## config.mk

```make
export PLATFORM = sky130hd
export DESIGN_NAME = bundle_packer
export DESIGN_NICKNAME = d
export VERILOG_FILES = /design/src/rtl/bundle_pkg.sv /design/src/rtl/bundle_packer.sv
export SDC_FILE = /design/constraint.sdc
export NUM_CORES = 1
export LEC_CHECK = 0
export BUFFER_PORTS_ARGS = -buffer_cell sky130_fd_sc_hd__buf_4
export CORE_MARGIN = 4
export CORE_UTILIZATION = 45
export CTS_BUF_LIST = sky130_fd_sc_hd__clkbuf_16
export DETAILED_ROUTE_END_ITERATION = 10
export GPL_TIMING_DRIVEN = 0
export PLACE_DENSITY = 0.73
export SLEW_MARGIN = 10
export SYNTH_ARGS = -nofsm -noshare
export SYNTH_HDL_FRONTEND = slang
export SYNTH_SLANG_ARGS = --single-unit
```

## constraint.sdc

```tcl
create_clock -name clk_i -period 1.4 [get_ports clk_i]
set_clock_uncertainty 0.15 [all_clocks]
set_input_delay 0.21 -clock clk_i [delete_from_list [all_inputs] [get_ports clk_i]]
set_output_delay 0.21 -clock clk_i [all_outputs]
set_load 0.01 [all_outputs]
```

## src/rtl/bundle_pkg.sv

```systemverilog
// Shared types for the bundle packer and element-select stage.
// Element width, bundle depth, index widths and packer states.
package bundle_pkg;

  localparam int ELEM_W   = 8;
  localparam int NUM_ELEM = 4;
  localparam int IDX_W    = $clog2(NUM_ELEM);
  localparam int CNT_W    = IDX_W + 1;

  typedef logic [ELEM_W-1:0] elem_t;

  typedef enum logic {
    FILL = 1'b0,
    FULL = 1'b1
  } state_e;

endpackage

```

## src/rtl/bundle_packer.sv

```systemverilog
// Packs a valid/ready byte stream into NUM_ELEM-entry bundles.
// Ports: in_* beat handshake, bundle_* out handshake, mask, count.
module bundle_packer
  import bundle_pkg::*;
(
  input  logic             clk_i,
  input  logic             rst_ni,
  input  logic             in_valid_i,
  output logic             in_ready_o,
  input  elem_t            in_data_i,
  input  logic             in_last_i,
  output logic             bundle_valid_o,
  input  logic             bundle_ready_i,
  output elem_t            data_bundle_o [NUM_ELEM-1:0],
  output logic [NUM_ELEM-1:0] elem_valid_o,
  output logic [CNT_W-1:0] fill_count_o
);

  localparam logic [IDX_W-1:0] LAST_IDX =
    IDX_W'(NUM_ELEM - 1);

  state_e               state_q, state_d;
  logic [IDX_W-1:0]     wr_idx_q, wr_idx_d;
  elem_t                data_q [NUM_ELEM-1:0];
  elem_t                data_d [NUM_ELEM-1:0];
  logic [NUM_ELEM-1:0]  valid_q, valid_d;
  logic [CNT_W-1:0]     fill_q, fill_d;
  logic                 accept;

  // While full, a beat may enter only in the cycle the
  // bundle leaves, so ready mirrors the downstream ready.
  assign in_ready_o = (state_q == FILL) ? 1'b1
                                        : bundle_ready_i;
  assign accept     = in_valid_i && in_ready_o;

  assign bundle_valid_o = (state_q == FULL);
  assign data_bundle_o  = data_q;
  assign elem_valid_o   = valid_q;
  assign fill_count_o   = fill_q;

  always_comb begin
    state_d  = state_q;
    wr_idx_d = wr_idx_q;
    data_d   = data_q;
    valid_d  = valid_q;
    fill_d   = fill_q;
    unique case (state_q)
      FILL: begin
        if (accept) begin
          data_d[wr_idx_q]  = in_data_i;
          valid_d[wr_idx_q] = 1'b1;
          fill_d            = fill_q + CNT_W'(1);
          if (in_last_i || wr_idx_q == LAST_IDX) begin
            state_d  = FULL;
            wr_idx_d = '0;
          end else begin
            wr_idx_d = wr_idx_q + IDX_W'(1);
          end
        end
      end
      FULL: begin
        if (bundle_ready_i) begin
          for (int k = 0; k < NUM_ELEM; k++) begin
            data_d[k] = '0;
          end
          valid_d  = '0;
          fill_d   = '0;
          state_d  = FILL;
          wr_idx_d = '0;
          // Overlapped beat seeds the next bundle.
          if (accept) begin
            data_d[0]  = in_data_i;
            valid_d[0] = 1'b1;
            fill_d     = CNT_W'(1);
            if (in_last_i) begin
              state_d = FULL;
            end else begin
              wr_idx_d = IDX_W'(1);
            end
          end
        end
      end
      default: begin
        state_d = FILL;
      end
    endcase
  end

  always_ff @(posedge clk_i) begin
    if (!rst_ni) begin
      state_q  <= FILL;
      wr_idx_q <= '0;
      valid_q  <= '0;
      fill_q   <= '0;
      for (int k = 0; k < NUM_ELEM; k++) begin
        data_q[k] <= '0;
      end
    end else begin
      state_q  <= state_d;
      wr_idx_q <= wr_idx_d;
      valid_q  <= valid_d;
      fill_q   <= fill_d;
      for (int k = 0; k < NUM_ELEM; k++) begin
        data_q[k] <= data_d[k];
      end
    end
  end

endmodule

```

Word level (Yosys, flattened, before mapping). Index checks and enable logic that the tools add are counted.

Mux-type cells: 30. Eq/ne operators: 3. Reduce and logical (&&, ||, !) cells: 4. Bitwise operators: 2. Magnitude comparators: 2. Add/sub/neg operators: 2.

Operators with widths (number): 2-to-1 mux 32 bit (2); one-hot mux 32 bit (2 select lines) (1); bitwise mux 32 bit (1); demux 8 bit (select 2 bit) (1); 2-to-1 mux 8 bit (2); 2-to-1 mux 1 bit (11); 2-to-1 mux 4 bit (2); one-hot mux 4 bit (2 select lines) (1); 2-to-1 mux 2 bit (3); 2-to-1 mux 3 bit (2); one-hot mux 3 bit (2 select lines) (1); inequality test 2 bit (second input constant) (2); bitwise OR 4 bit (1); one-hot mux 2 bit (2 select lines) (1); adder 3 x 1 -> 3 bit (second input constant) (1); < comparator 2 x 3 -> 1 bit (second input constant) (1); adder 2 x 1 -> 2 bit (second input constant) (1); demux 1 bit (select 2 bit) (1); equality test 2 bit (second input constant) (1); greater-or-equal comparator 2 x 1 -> 1 bit (second input constant) (1); logical AND 1 bit (2); one-hot mux 1 bit (2 select lines) (1); AND reduction 2 bit (1); logical OR 1 bit (1); NOT 1 bit (1).

Output and inout port bits: 41. Register bits after elaboration: 42. Input port bits: 13. Logic and storage cells: 51.

Depth between registers and ports, before layout. Gate-level depths: netlist of run 1.

Word-level depth: 7. Mapped depth: 6. Mapped depth without buffers: 5.

Worst setup path before layout of run 1. No wires, ideal clock.

Path kind: reg2reg. Start point: reg wr_idx_q[0]. End point: reg wr_idx_q[1]. Path buffers: 0. Data arrival time: 1250 ps. Setup slack: -70 ps. Setup time: 70 ps. Stages on the path, launching flop included: 6. Data required time: 1180 ps. Period minus slack after synthesis: 1470 ps. Path through: dfxtp_1 inv_1 ha_1 nand2b_1 or4_1 a21boi_1.

Cells in the longest elaborated chain, start to end: 5. Elaborated cells between the ends (all ways): 6. Those cells by class: add/sub (1); eq/ne (1); mux (3); reduce/logical (1).

Ends and longest elaborated chain: from (decl) (RTL line bundle_packer.sv:23) `logic [IDX_W-1:0] wr_idx_q, wr_idx_d;`; from (signal assigned) (RTL line bundle_packer.sv:100) `wr_idx_q <= wr_idx_d;`; parallel branches: the longest is 2 deep, another holds adder 2 x 1 -> 2 bit; 2-to-1 mux 2 bit * (RTL line bundle_packer.sv:53) `if (in_last_i || wr_idx_q == LAST_IDX) begin`; 2-to-1 mux 2 bit * (RTL line bundle_packer.sv:49) `if (accept) begin`; one-hot mux 2 bit (2 select lines) * (RTL line bundle_packer.sv:47) `unique case (state_q)`.

Mark *: on every way between the ends. The select of a mux whose other input is x is not followed. A chain may end at the register's enable or synchronous reset.

Worst setup path in the final report of run 1.
Start point: reg wr_idx_q[1]. End point: reg wr_idx_q[1].

The elaborated chain is that of the path after synthesis.

==> results of run 1 <==
cell usage in the layout, fill, tap and decap left out, types with 2 or more instances in the layout:
cell,n
a21boi_1,19
a21oi_1,4
a22o_1,8
and3b_2,3
buf_12,2
buf_2,4
buf_4,56
buf_6,2
clkbuf_1,5
clkbuf_16,5
dfxtp_1,39
dfxtp_4,2
ha_1,2
ha_2,2
mux2i_1,8
nand2_1,28
nand2b_4,2
nand3_1,24
nand3_2,2
nand3b_1,4
nor2b_1,5
o21ai_1,2
cell families after synthesis:
group           Yosys count
compound gates           41
fa+ha+maj                 5
buf+inv                  17
flops                    42
mux                       9
simple gates             74
power by group:
part           internal, mW  switching (mW)
combinational         0.175           0.171
sequential             1.23          0.0291
clock                 0.660           0.482
total                  2.07           0.682
sequential cells by signal (all words and copies together), names as in the netlist:
| register | cells |
|---|---|
| data_bundle_o | 32 |
| elem_valid_o | 4 |
| fill_count_o | 3 |
| wr_idx_q | 2 |
| bundle_valid_o | 1 |
through the flow:
step                std cells   util  power (mW)  hold WS (ns)
floorplan                 188      -        1.45         0.193
global placement          288  0.594        1.58         0.300
detailed placement        288  0.594        1.59         0.299
CTS                       302  0.665        2.75        0.0296
global route              303  0.675        2.85        0.0306
finish                    303  0.675        2.75        0.0253
worst max-delay path by stage:
stage / startpoint / to / slack, ns
after global placement: wr_idx_q[0] / data_bundle_o[31] / -0.21
after detailed placement: wr_idx_q[0] / data_bundle_o[29] / -0.22
final: wr_idx_q[1] / wr_idx_q[1] / -0.12
after global routing: wr_idx_q[1] / wr_idx_q[1] / -0.16
after floorplan: wr_idx_q[0] / wr_idx_q[1] / -0.01
after CTS: wr_idx_q[1] / wr_idx_q[1] / -0.06
critical path, cell delays in order, from the launching register on:
cell	delay [ns]
dfxtp_2	0.37
inv_2	0.07
ha_4	0.26
nand2b_1	0.05
or4_4	0.42
a21boi_2	0.13
per-layer routing:
layer,vias to the layer above,track usage,part of all wire
li1,796,-,-
met1,781,0.259,0.45
met2,46,0.297,0.47
met3,8,0.0639,0.061
met4,0,0.0605,0.013
met5,-,0,0
area by class of cell:
cell class	count	area (um^2)	share of cell area
buffer	11	61.3	0.0243
tap	48	60.1	0.0238
timing repair buffer	60	480	0.190
sequential	42	850	0.336
clock inverter	3	21.3	0.00842
inverter	3	13.8	0.00545
multi-input combinational	131	916	0.362
clock buffer	5	125	0.0495
what timing repair did:
action / in CTS / in global routing
pin swaps: 2 / 14
gates resized for setup: 12 / 9
endpoints found under the setup margin: 37 / 28
cloned: 1 / 1
setup buffers: 7 / 1
==> results.cfg, run 1 <==
[run_status]
outcome = complete, but fails checks
violations = negative setup slack

[clock_tree]
cts_tree = done
clk_pin_slew_ns = 0.06
cts_sinks = 42
cts_buffers = 5
worstSkewPairLatency_ns = 0.29
holdBufCountCts = 0
clockBufferDepth = 2
cts-root-buf = clkbuf_16
cts.htree.levels = 2

[detailed_routing]
routed_wl_um = 4850
wl_per_cell_um = 16.0
drc_errors = 0
postRouteAntennaNets = 0
dr.pass1.iters = 4
vias_per_cell = 5.38
drt_iter0_drc = 107
vias = 1631

[critical_path]
cp_data_required_time_ns = 1.47
reg2reg_to = wr_idx_q[1]
crit_fanout = 4
crit_path_start_kind = flop
r2r_setup_slack_ns = -0.12
r2r_start = wr_idx_q[1]
worst-setup-path-type = reg -> reg
cp-end-kind = flop
cp_data_arrival_time_ns = 1.59
worst-r2r-cell-count = 5

[pwr]
p_per_area_nw_per_um2 = 1090
worst_ir_drop_vdd_mv = 0.699
leakage_nw = 1.08

[synthesis]
synth_area_leaders = dfxtp_1 (48%), a21boi_1 (8.5%), nand3_1 (7.4%), nand2_1 (5.9%), mux2i_1 (4.5%)
synth_xor_area_frac = 0
synth_warnings = 0
ys_seq_area_frac = 0.475
synth_nets = 206
synth_edf_count = 0
synth_seq_cells = 42
synth_largest_area_cell = dfxtp_1
synth_top_family_by_area = simple AND/OR/NAND/NOR gates
synth_compound_area_frac = 0.179
synthSimpleGateAreaFrac = 0.213
async_reset_ff_frac = 0
avgSynthCellArea_um2 = 9.41
synth_top_area_share = 0.475
synth_commonest_cells = dfxtp_1 (42), nand2_1 (28), nand3_1 (26), a21boi_1 (20)
yosysMostFrequentCell = dfxtp_1
synthAdderAreaFrac = 0.0354
syn_inst = 188
synth.distinct_cells = 32
ys.flop_type = dfxtp_1
syn_area_um2 = 1770
muxShareOfSynthArea = 0.0516

[placed_design]
placed_area_um2 = 2220
portBuffers = 52
post-place-ws_ns = -0.217
globalplace.congestion = 0.817
dp_hpwl_um = 3280

[grt]
grt_pass1_wl_um = 7610
antenna_found_initial = 0
grt_overflow = 0
grt_max_degree = 15
first_global_vias = 1475
grtUsageTotal = 0.194

[sta]
fmax_ghz = 0.658
worstMarginPinSlew_ns = 0.451
drv_slew = 0
max-slew-margin-rel = 0.699
fin_crit_ns = 1.52
hold_viol_final = 0
worst_slack_ns = -0.121
fin_tns_setup_ns = -0.444
setup_violations = 9
rsz0062_at_grt = yes
finalCritPeriodShare = 1.09

[min_path]
min_delay_path_depth = 2
hp-start = in_data_i[6]
min_to = data_bundle_o[30]
hp-class = in -> reg

[final_layout]
drive_gt1_frac = 0.369
fillCellCount = 333
final_area_um2 = 2530
diodes = 0
nets = 272
syn_to_final_growth_pct = 42.9

[floorplan]
rows = 22
fp.dieH_um = 70.7
dieArea_um2 = 5000
initial_core_util = 0.473
ios = 54
die_w_um = 70.7
core_area_um2 = 3740

[run]
maxCapViolations = 0
Note: power is estimated with default switching activity, not from simulation.
==> run 2, diff against run 1 <==
--- a/config.mk
+++ b/config.mk
@@ -5,13 +5,15 @@
 export SDC_FILE = /design/constraint.sdc
 export NUM_CORES = 1
 export LEC_CHECK = 0
-export BUFFER_PORTS_ARGS = -buffer_cell sky130_fd_sc_hd__buf_4
+export CELL_PAD_IN_SITES_DETAIL_PLACEMENT = 1
+export CELL_PAD_IN_SITES_GLOBAL_PLACEMENT = 1
 export CORE_MARGIN = 4
-export CORE_UTILIZATION = 45
+export CORE_UTILIZATION = 41
 export CTS_BUF_LIST = sky130_fd_sc_hd__clkbuf_16
 export DETAILED_ROUTE_END_ITERATION = 10
+export DONT_BUFFER_PORTS = 1
 export GPL_TIMING_DRIVEN = 0
-export PLACE_DENSITY = 0.73
+export PLACE_DENSITY = 0.72
 export SLEW_MARGIN = 10
 export SYNTH_ARGS = -nofsm -noshare
 export SYNTH_HDL_FRONTEND = slang
==> results.cfg, run 2 (synthesized netlist as in run 1, its figures left out) <==
[grt]
grtUsageTotal = 0.211
grt_pass1_wl_um = 8530
antenna_found_initial = 0
first_global_vias = 1585
grt_max_degree = 14
grt_overflow = 0

[floorplan]
die_w_um = 73.7
rows = 23
dieArea_um2 = 5430
ios = 54
fp.dieH_um = 73.7
initial_core_util = 0.433
core_area_um2 = 4090

[critical_path]
crit_start = wr_idx_q[1]
r2r_start = wr_idx_q[1]
worst-r2r-cell-count = 5
crit_path_start_kind = flop
cp_data_arrival_time_ns = 1.58
critPathMaxStageDelay_ns = 0.40
reg2reg_to = wr_idx_q[1]
cp_data_required_time_ns = 1.45
r2r_setup_slack_ns = -0.13
crit_end = wr_idx_q[1]
crit_path_top_delay_cell = or4_1
crit_chain = inv_4, ha_4, nand2b_1, or4_1, a21boi_1
worst-setup-path-type = reg -> reg
crit_fanout = 3
cp-end-kind = flop

[detailed_routing]
postRouteAntennaNets = 0
routed_wl_um = 5660
drc_errors = 0
vias_per_cell = 5.78
dr.pass1.iters = 4
drt_iter0_drc = 95
vias = 1527
wl_per_cell_um = 21.4

[clock_tree]
cts_buffers = 5
cts-root-buf = clkbuf_16
cts_tree = done
worstSkewPairLatency_ns = 0.28
clk_pin_slew_ns = 0.06
clockBufferDepth = 2
cts_sinks = 42
cts.htree.levels = 2

[placed_design]
portBuffers = 0
dp_cells = 238
globalplace.congestion = 0.758
dp_hpwl_um = 3560

[sta]
max-slew-margin-rel = 0.659
finalCritPeriodShare = 1.09
fmax_ghz = 0.655
worstMarginPinSlew_ns = 0.511
drv_slew = 0
fin_crit_ns = 1.53
hold_viol_final = 0
rsz0062_at_grt = yes
setup_violations = 21
worst_slack_ns = -0.127

[final_layout]
largest_reg_flops = 32
layoutNonFillerInstCount = 264
mostFrequentLayoutCell = dfxtp_1
diodes = 0
post-route-util = 0.555
drive_gt1_frac = 0.220
layout_common_cells = dfxtp_1 (39), nand2_1 (26), nand3_1 (26)
syn_to_final_growth_pct = 28.2
fillCellCount = 459
nets = 231

[min_path]
hp-class = in -> reg

[pwr]
leakage_nw = 0.861
p_per_area_nw_per_um2 = 1260
worst_ir_drop_vdd_mv = 0.691

[run_status]
outcome = complete, but fails checks
violations = negative setup slack

[run]
maxCapViolations = 0
[run 2: changes by cell type in the layout (fill, tap and decap cells not counted), sizes merged]
cell / before / now
inv: 3 / 4
buf: 65 / 15
dlygate4sd3: 0 / 9
clkbuf: 11 / 12
clkinv: 2 / 0
and3b: 4 / 3
bufinv: 0 / 1
[run 2: worst min path at each step]
| stage | cells after the start | startpoint | slack, ns | to |
|---|---|---|---|---|
| after CTS | 3 | in_valid_i | 0.03 | wr_idx_q[1] |
| after floorplan | 1 | in_data_i[0] | 0.19 | data_bundle_o[24] |
| after detailed placement | 1 | in_data_i[2] | 0.20 | data_bundle_o[26] |
| after global placement | 1 | in_data_i[1] | 0.20 | data_bundle_o[25] |
| final | 3 | in_valid_i | 0.05 | wr_idx_q[0] |
| after global routing | 2 | bundle_ready_i | 0.06 | bundle_valid_o |
[run 2: where the power goes]
group	leakage, nW	internal (mW)	switching, mW
clock	0.0812	0.834	0.459
combinational	0.437	0.129	0.142
sequential	0.343	1.23	0.0539
total	0.861	2.19	0.655
[run 2: timing repair]
action                                  4_1_cts  5_1_grt
gates cloned                                  0        2
endpoints found under the setup margin       37       40
buffers inserted                              7        3
resized for setup                            12       20
hold buffers                                  9        0
hold endpoints to repair                     33        0
pin swaps                                     1       13
[run 2: metal layers]
metal	part of all wire	vias to the layer above	global-route usage
met4	0.015	0	0.0684
met1	0.41	754	0.254
met5	0	-	0
li1	-	714	-
met3	0.083	11	0.0807
met2	0.49	48	0.344
[run 2: cell type report]
cell class                      instances  area (um^2)  area share
Clock buffer                            5          125      0.0552
Clock inverter                          3         41.3      0.0182
Multi-Input combinational cell        130          911       0.402
Buffer                                 11         70.1      0.0309
Timing Repair Buffer                   20          190      0.0838
Inverter                                3         16.3     0.00717
Sequential cell                        42          852       0.376
Tap cell                               50         62.6      0.0276
[run 2: stage by stage]
stage          cell area, um^2  power [mW]  TNS, ns  hold WS, ns  worst slack [ns]
5_1_grt                   2270        2.97    -1.91       0.0629            -0.199
2_1_floorplan             1770        1.45  -0.0134        0.193           -0.0134
3_5_place_dp              1840        1.50    -3.85        0.198            -0.296
4_1_cts                   2170        2.84   -0.394       0.0303           -0.0613
3_3_place_gp              1840        1.49    -2.52        0.198            -0.244
6_report                  2270        2.85   -0.760       0.0503            -0.127
[run 2: critical path, delay by kind of cell (launching register included)]
family / cells / cell delay (ns)
buf+inv: 1 / 0.05
flops: 1 / 0.38
fa+ha+maj: 1 / 0.25
simple gates: 2 / 0.45
compound gates: 1 / 0.16
==> run 3, diff against run 2 <==
==> config.mk (replaced) <==
export PLATFORM = sky130hd
export DESIGN_NAME = bundle_packer
export DESIGN_NICKNAME = d
export VERILOG_FILES = /design/src/rtl/bundle_pkg.sv /design/src/rtl/bundle_packer.sv
export SDC_FILE = /design/constraint.sdc
export NUM_CORES = 1
export LEC_CHECK = 0
export CORE_MARGIN = 4
export CORE_UTILIZATION = 45
export CTS_BUF_LIST = sky130_fd_sc_hd__clkbuf_16
export DETAILED_ROUTE_END_ITERATION = 10
export DONT_BUFFER_PORTS = 1
export GPL_TIMING_DRIVEN = 0
export PLACE_DENSITY = 0.61
export SKIP_LAST_GASP = 1
export SLEW_MARGIN = 10
export SYNTH_ARGS = -nofsm -noshare
export SYNTH_HDL_FRONTEND = slang
export SYNTH_SLANG_ARGS = --single-unit
==> results.cfg, run 3 (synthesized netlist as in run 1, its figures left out) <==
[grt]
antenna_found_initial = 0
grt_pass1_wl_um = 7510
first_global_vias = 1441
grt_max_degree = 14
grtUsageTotal = 0.193
grt_overflow = 0

[sta]
rsz0062_at_grt = yes
fin_tns_setup_ns = -0.0642
fmax_ghz = 0.688
drv_slew = 0
max-slew-margin-rel = 0.716
worst_slack_ns = -0.0529
hold_viol_final = 0
worstMarginPinSlew_ns = 0.426
fin_crit_ns = 1.45
finalCritPeriodShare = 1.04
setup_violations = 3

[clock_tree]
worstSkewPairLatency_ns = 0.28
clk_pin_slew_ns = 0.06
cts-root-buf = clkbuf_16
cts_buffers = 5
clockBufferDepth = 2
cts_tree = done
cts.htree.levels = 2
cts_sinks = 42

[final_layout]
nets = 228
multi_input_area_um2 = 922
regArea_um2 = 850
layout_common_cells = dfxtp_1 (39), nand2_1 (28), nand3_1 (25)
diodes = 0
largest_reg_flops = 32
fillCellCount = 328
final_area_um2 = 2240
mostFrequentLayoutCell = dfxtp_1
post-route-util = 0.599
drive_gt1_frac = 0.209
syn_to_final_growth_pct = 26.7

[floorplan]
fp.dieH_um = 70.7
dieArea_um2 = 5000
ios = 54
rows = 22
core_area_um2 = 3740
initial_core_util = 0.473
die_w_um = 70.7

[run]
maxCapViolations = 0

[critical_path]
reg2reg_to = wr_idx_q[1]
crit_chain = inv_2, ha_4, nand2b_1, or4_1, a21boi_1
crit_fanout = 3
crit_path_top_delay_cell = or4_1
crit_end = wr_idx_q[1]
cp-end-kind = flop
cp_data_arrival_time_ns = 1.51
crit_start = wr_idx_q[1]
critPathMaxStageDelay_ns = 0.39
r2r_start = wr_idx_q[1]
cp_data_required_time_ns = 1.46
worst-setup-path-type = reg -> reg
worst-r2r-cell-count = 5
r2r_setup_slack_ns = -0.05
crit_path_start_kind = flop

[detailed_routing]
drt_iter0_drc = 108
drc_errors = 0
routed_wl_um = 4870
vias = 1453
dr.pass1.iters = 4
vias_per_cell = 5.61
wl_per_cell_um = 18.8
postRouteAntennaNets = 0

[pwr]
leakage_nw = 0.846
seq_power_share = 0.454
power.internal_mw = 2.19
clkPwrFrac = 0.455
netSwitchingPower_uw = 640
combPwrFrac = 0.091
power_switching_share = 0.226
p_per_area_nw_per_um2 = 1260
worst_ir_drop_vdd_mv = 0.713

[placed_design]
portBuffers = 0
dp_hpwl_um = 3240
globalplace.congestion = 0.838
placed_area_um2 = 1830
post-place-ws_ns = -0.231

[run_status]
violations = negative setup slack
outcome = complete, but fails checks

[min_path]
hp-class = in -> reg
-- run 3: changes by cell type in the layout (fill, tap and decap cells not counted), moves of 2 or more --
cell	delta
nand2_2	-2
inv_2	+2
buf_4	-4
nand2_1	+2
-- run 3: metal layers --
metal  track usage  up-vias  wire (um)
li1              -      703          -
met1         0.245      681       2080
met2         0.292       60       2190
met3        0.0852        9        527
met4        0.0647        0         75
met5             0        -          0
-- run 3: worst min path at each step --
stage | slack [ns] | endpoint | startpoint | cells past startpoint
4_1_cts | 0.01 | bundle_valid_o | in_last_i | 2
6_report | 0.02 | bundle_valid_o | in_last_i | 2
2_1_floorplan | 0.19 | data_bundle_o[24] | in_data_i[0] | 1
3_3_place_gp | 0.20 | data_bundle_o[27] | in_data_i[3] | 1
3_5_place_dp | 0.20 | data_bundle_o[30] | in_data_i[6] | 1
5_1_grt | 0.04 | wr_idx_q[0] | in_valid_i | 3
-- run 3: layout make-up --
type / instances / area share
multi-input cells: 131 / 0.412
flip-flops and latches: 42 / 0.379
repair buffers: 16 / 0.0743
clock buffers: 5 / 0.0558
plain buffers: 11 / 0.0279
well taps: 48 / 0.0268
clock inverters: 3 / 0.0184
inverters: 3 / 0.00614
-- run 3: through the flow --
step	std cells	hold WS, ns	total power, mW
after floorplan	188	0.193	1.45
after global placement	236	0.198	1.49
after detailed placement	236	0.198	1.49
after CTS	256	0.0148	2.83
after global routing	259	0.0398	2.94
final	259	0.0181	2.83
-- run 3: repair_timing --
action / in CTS / in global routing
pin swaps: 3 / 14
endpoints found under the hold margin: 33 / 0
setup buffers: 6 / 1
hold buffers: 9 / 0
endpoints found under the setup margin: 37 / 35
gates cloned: 0 / 2
gates resized for setup: 11 / 17
-- run 3: worst max-delay path: cells and delay by family (launching register included) --
kind                     cells  cell delay (ns)
AO/OA/AOI/OAI                1             0.13
AND/OR/NAND/NOR              2             0.43
adder cells (fa/ha/maj)      1             0.25
buffers and inverters        1             0.06
flip-flops                   1             0.36
-- run 3: power groups by stage --
stage	combinational (mW)	sequential [mW]	clock (mW)
6_report	0.258	1.29	1.29
3_3_place_gp	0.177	1.31	0
3_5_place_dp	0.182	1.31	0
4_1_cts	0.230	1.28	1.31
5_1_grt	0.282	1.29	1.36
2_1_floorplan	0.148	1.30	0
